[src/rtl/pipeline_pkg.sv]
// Shared pipeline types and constants for the fetch stage.
package pipeline_pkg;

  localparam logic [31:0] RESET_PC_C  = 32'h8000_0000;
  localparam logic [31:0] IRQ_VEC_C   = 32'h8000_0004;
  localparam logic [31:0] EXC_VEC_C   = 32'h8000_0008;
  localparam logic [31:0] NOP_C       = 32'h0000_0000;
  localparam logic [31:0] SUPER_BIT_C = 32'h8000_0000;

  typedef struct packed {
    logic [31:0] instr;
    logic [31:0] pc4;
    logic        valid;
  } if_id_t;

  typedef enum logic [2:0] {
    NPC_SEQ,
    NPC_HOLD,
    NPC_JR,
    NPC_BR,
    NPC_JMP,
    NPC_IRQ,
    NPC_EXC
  } npc_kind_e;

  // Supervisor bit rides along; low 31 bits wrap.
  function automatic logic [31:0] pc_inc(
    input logic [31:0] pc
  );
    return {pc[31], pc[30:0] + 31'd4};
  endfunction

endpackage

[src/rtl/if_stage_next_pc_sel.sv]
// Next-PC priority mux for the fetch stage.
// Build option IF_SUPERVISOR_MASK_EN forces PC[31] on vectors.
module next_pc_sel
  import pipeline_pkg::*;
#(
  parameter logic [31:0] IRQ_VEC = IRQ_VEC_C,
  parameter logic [31:0] EXC_VEC = EXC_VEC_C
) (
  input  logic [31:0] pc,
  input  logic        stall,
  input  logic        exc,
  input  logic        irq_ok,
  input  logic        jr,
  input  logic [31:0] jr_target,
  input  logic        branch,
  input  logic [31:0] branch_target,
  input  logic        jump,
  input  logic [31:0] jump_target,
  output logic [31:0] pc_seq,
  output logic [31:0] npc,
  output npc_kind_e   kind
);

  logic [31:0] irq_vec;
  logic [31:0] exc_vec;

`ifdef IF_SUPERVISOR_MASK_EN
  assign irq_vec = IRQ_VEC | SUPER_BIT_C;
  assign exc_vec = EXC_VEC | SUPER_BIT_C;
`else
  assign irq_vec = IRQ_VEC;
  assign exc_vec = EXC_VEC;
`endif

  assign pc_seq = pc_inc(pc);

  // Vectors outrank stall; redirects under stall are dropped.
  always_comb begin
    kind = NPC_SEQ;
    if (exc)
      kind = NPC_EXC;
    else if (irq_ok)
      kind = NPC_IRQ;
    else if (stall)
      kind = NPC_HOLD;
    else if (jr)
      kind = NPC_JR;
    else if (branch)
      kind = NPC_BR;
    else if (jump)
      kind = NPC_JMP;
  end

  always_comb begin
    npc = pc_seq;
    unique case (kind)
      NPC_EXC:  npc = exc_vec;
      NPC_IRQ:  npc = irq_vec;
      NPC_HOLD: npc = pc;
      NPC_JR:   npc = jr_target;
      NPC_BR:   npc = branch_target;
      NPC_JMP:  npc = jump_target;
      default:  npc = pc_seq;
    endcase
  end

endmodule

[src/rtl/if_stage.sv]
// Instruction fetch: PC, next-PC select, IF/ID register, EPC.
// Build option IF_SUPERVISOR_MASK_EN masks irq while PC[31]=1.
module if_stage
  import pipeline_pkg::*;
#(
  parameter logic [31:0] RESET_PC = RESET_PC_C,
  parameter logic [31:0] IRQ_VEC  = IRQ_VEC_C,
  parameter logic [31:0] EXC_VEC  = EXC_VEC_C
) (
  input  logic        clk,
  input  logic        reset,
  input  logic        stall_i,
  input  logic        flush_i,
  input  logic        branch_i,
  input  logic [31:0] branch_target_i,
  input  logic        jump_i,
  input  logic [31:0] jump_target_i,
  input  logic        jr_i,
  input  logic [31:0] jr_target_i,
  input  logic        irq_i,
  input  logic        exc_i,
  input  logic [31:0] exc_pc_i,
  output logic [31:0] imem_addr_o,
  input  logic [31:0] imem_instr_i,
  output logic [31:0] if_id_instr_o,
  output logic [31:0] if_id_pc4_o,
  output logic        if_id_valid_o,
  output logic [31:0] epc_o,
  output logic        irq_taken_o
);

  logic [31:0] pc;
  logic [31:0] npc;
  logic [31:0] pc_seq;
  logic [31:0] epc;
  logic        irq_taken_q;
  logic        irq_ok;
  logic        bubble;
  npc_kind_e   kind;
  if_id_t      if_id;

`ifdef IF_SUPERVISOR_MASK_EN
  assign irq_ok = irq_i & ~pc[31] & ~exc_i;
`else
  // History flop spaces acceptances at least two cycles apart.
  assign irq_ok = irq_i & ~exc_i & ~irq_taken_q;
`endif

  assign bubble = exc_i | irq_ok | flush_i;

  next_pc_sel #(
    .IRQ_VEC(IRQ_VEC),
    .EXC_VEC(EXC_VEC)
  ) u_sel (
    .pc           (pc),
    .stall        (stall_i),
    .exc          (exc_i),
    .irq_ok       (irq_ok),
    .jr           (jr_i),
    .jr_target    (jr_target_i),
    .branch       (branch_i),
    .branch_target(branch_target_i),
    .jump         (jump_i),
    .jump_target  (jump_target_i),
    .pc_seq       (pc_seq),
    .npc          (npc),
    .kind         (kind)
  );

  always_ff @(posedge clk) begin
    if (!reset) begin
      pc          <= RESET_PC;
      epc         <= 32'h0;
      irq_taken_q <= 1'b0;
    end else begin
      pc          <= npc;
      irq_taken_q <= irq_ok;
      if (kind == NPC_EXC)
        epc <= exc_pc_i;
      else if (kind == NPC_IRQ)
        epc <= pc;
    end
  end

  always_ff @(posedge clk) begin
    if (!reset) begin
      if_id <= '{instr: NOP_C, pc4: 32'h0, valid: 1'b0};
    end else if (bubble) begin
      if_id <= '{instr: NOP_C, pc4: 32'h0, valid: 1'b0};
    end else if (!stall_i) begin
      if_id <= '{instr: imem_instr_i, pc4: pc_seq, valid: 1'b1};
    end
  end

  assign imem_addr_o   = pc;
  assign if_id_instr_o = if_id.instr;
  assign if_id_pc4_o   = if_id.pc4;
  assign if_id_valid_o = if_id.valid;
  assign epc_o         = epc;
  assign irq_taken_o   = irq_taken_q;

endmodule

[config.mk]
export PLATFORM = sky130hd
export DESIGN_NAME = if_stage
export DESIGN_NICKNAME = d
export VERILOG_FILES = /design/src/rtl/pipeline_pkg.sv /design/src/rtl/if_stage_next_pc_sel.sv /design/src/rtl/if_stage.sv
export SDC_FILE = /design/constraint.sdc
export NUM_CORES = 1
export LEC_CHECK = 0
export BUFFER_PORTS_ARGS = -buffer_cell sky130_fd_sc_hd__buf_4
export CORE_MARGIN = 5
export CORE_UTILIZATION = 45
export DETAILED_ROUTE_END_ITERATION = 12
export MAX_ROUTING_LAYER = met4
export PLACE_DENSITY = 0.87
export SYNTH_ARGS = -nofsm -noshare
export SYNTH_HDL_FRONTEND = slang
export SYNTH_SLANG_ARGS = --single-unit
[constraint.sdc]
create_clock -name clk -period 2.38 [get_ports clk]
set_input_delay 0.476 -clock clk [delete_from_list [all_inputs] [get_ports clk]]
set_output_delay 0.476 -clock clk [all_outputs]
set_load 0.02 [all_outputs]
==> flow_summary.yaml <==
floorplan:
  die_h_um: 128
  core_um2: 13800
  rows: 43
  pin_count: 299
  dieArea_um2: 16300
  die-width_um: 128
  initial_core_util_pct: 45.4
drt:
  wl_per_cell_um: 19.8
  drt-total-wl_um: 24000
  drc: 0
  dr.first_iter.drc_count: 771
  drtAntennaViolNets: 0
  dr_total_vias: 6817
  viasPerCell: 5.63
  firstDrtPassIters: 6
setup_path:
  startpoint_type: "flop"
  path_cells: "nand4_1 > nor4_4 > nand3_1 > mux2_1 > o32ai_1"
  slowest_delay_ns: 0.52
  timing_worst_setup_path_type: "flop to flop"
  crit_start: "imem_addr_o[22]"
  cp.arrival_ns: 2.45
  cp_top_family: "simple AND/OR/NAND/NOR gates"
  critPathRequiredTime_ns: 2.70
  cp_num_buf_inv: 0
  crit_slowest_cell: "dfxtp_1"
  crit_fanout: 8
  endpoint_kind: "flop"
  r2r-start: "imem_addr_o[22]"
timing:
  skew_ns: 0.00807
  finalCriticalPeriod_ns: 2.13
  fmaxAchievable_ghz: 0.469
  tightest_slew_ns: 0.977
  hold_viol: 0
  post-route-period-util_pct: 89.5
  rsz0062_at_grt: "false"
  finalMaxSlewViolations: 0
  setup_violations: 0
  setup_tns_ns: 0
  slew_headroom_pct: 34.7
logic_synthesis:
  ys_async_sr_fraction_pct: 0
  postSynthCellCount: 732
  syn_area_um2: 6250
  synth_warnings: 0
  synth_nets: 902
  synth_cell_types: 52
  synth.avg_cell_area_um2: 8.54
  synth_ff_type: "dfxtp_1"
  synth_seq_area_share_pct: 41.6
  synth_edf_count: 0
  ys_seq_elements: 130
layout:
  finalInstanceArea_um2: 9330
  multi_input_area_um2: 3350
  final_cell_mix: "buf_4, dfxtp_1, nand2_1"
  seq_area_um2: 2600
  drive_above_1_share_pct: 36.6
  n_antenna_cell: 0
  syn_to_final_growth_pct: 49.3
  final_nets: 1187
  final_common_cell: "buf_4"
  nFillCells: 1146
clock_tree:
  cts_resized: 0
  cts_buffers: 17
  hold_buffers: 0
  clock_sinks: 130
  cts_tree: "built"
  root_buffer: "clkbuf_16"
  clock_latency_ns: 0.41
  htreeDepth: 4
  cts.reportedPaths.clkPinSlew_ns: 0.06
  clockBufferDepth: 2
  cts_setup_buffers: 0
pwr:
  power_mw: 5.72
  p_clk_share_pct: 46.7
  powerDensity_nw_per_um2: 613
  combPwrFrac_pct: 13.5
  ir_drop_mv: 0.430
  total_leakage_power_nw: 4.36
  p_sw_share_pct: 23.8
  p_seq_share_pct: 39.8
  p_int_mw: 4.36
  p_sw_mw: 1.36
placement:
  globalplace.congestion: 0.892
  place_area_um2: 8730
  numPortBuffers: 298
  hpwl_um: 17800
run_status:
  status: "complete, no violations"
grt:
  grt.overflow.total: 0
  grt.total_usage_pct: 29.0
  antenna_found_initial: 0
  grt_pass1_vias: 6679
  grt_pass1_wl_um: 35900
  grt_max_degree: 84
hold_path:
  hp-class: "input pin to flop"
  hold_path_startpoint: "imem_instr_i[1]"
run:
  max_cap_viol_count: 0
==> worst paths after layout <==
| kind | endpoint | slack [ns] | depth (start not counted) |
|---|---|---|---|
| setup reg to reg | imem_addr_o[28] | 0.25 | 5 |
| setup / recovery | imem_addr_o[28] | 0.25 | 5 |
| hold reg to reg | if_id_valid_o | 0.46 | 2 |
| hold / removal | if_id_instr_o[1] | 0.30 | 3 |
==> worst register-to-register path: stages, from the launching register on <==
cell and delay [ns]:
dfxtp_1 0.52, nand4_1 0.23, nor4_4 0.45, nand3_1 0.22, mux2_1 0.37, o32ai_1 0.26
==> logic make-up (layout without fill, tap and decap cells) <==
family                     Yosys count  count (layout)  synth area share, %
DFF                                130             130                 41.6
buffers and inverters               75             373                 4.92
and+or+nand+nor                    271             271                 20.5
xor gates and xnor gates            25              25                 3.50
adders and majority gates            1               1                0.200
AOI/OAI and AO/OA                  175             175                 20.3
muxes                               55              55                 8.89
==> state kept, by name, indices dropped and copies added (netlist names) <==
signal / count
if_id_pc4_o: 32
if_id_valid_o: 1
epc_o: 32
if_id_instr_o: 32
imem_addr_o: 32
irq_taken_o: 1
==> cell type report <==
| type | count | share of cell area, % |
|---|---|---|
| sequential | 130 | 27.9 |
| timing repair buffer | 334 | 27.0 |
| clock buffer | 29 | 5.79 |
| multi-input combinational | 527 | 35.9 |
| clock inverter | 3 | 0.697 |
| inverter | 7 | 0.282 |
| tap | 180 | 2.41 |
==> routing by layer <==
layer  part of all wire (%)  global-route usage (%)  vias up  routed length (um)
li1                       -                       -     3178                   -
met1                     37                    34.0     3200                8870
met2                     51                    49.4      378               12200
met3                    9.0                    5.42       61                2150
met4                    3.1                    10.8        0                 740
met5                      0                       -        -                   0
==> cell usage after synthesis (all sizes together), types with 6 or more instances <==
cell,n,area (um^2)
o22ai,11,68.8
nand2,115,432
mux2i,51,510
nor2,76,288
a21o,30,225
o211ai,6,45.0
nand3,13,65.1
clkbuf,50,190
buf,18,91.3
nand4,9,90.1
o211a,13,130
xor2,7,61.3
inv,6,22.5
nor3,9,60.1
xnor2,18,158
nand2b,20,125
a222oi,29,290
dfxtp,130,2600
a21oi,57,285
==> power by group through the flow <==
stage	Clock [mW]	Sequential, mW	Combinational [mW]
4_1_cts	2.69	2.28	0.769
3_5_place_dp	0	2.32	0.765
6_report	2.67	2.28	0.773
2_1_floorplan	0	2.38	0.295
3_3_place_gp	0	2.32	0.754
5_1_grt	2.80	2.28	0.826
==> through the flow <==
stage	utilization, %	instances	worst slack, ns	hold WS [ns]
after floorplan	-	732	0.390	0.462
after global placement	63.4	1178	0.323	0.437
after detailed placement	63.4	1178	0.285	0.452
after CTS	67.8	1210	0.264	0.281
after global routing	67.8	1210	0.122	0.297
final	67.8	1210	0.250	0.295
Power figures use the tool's default switching activity.
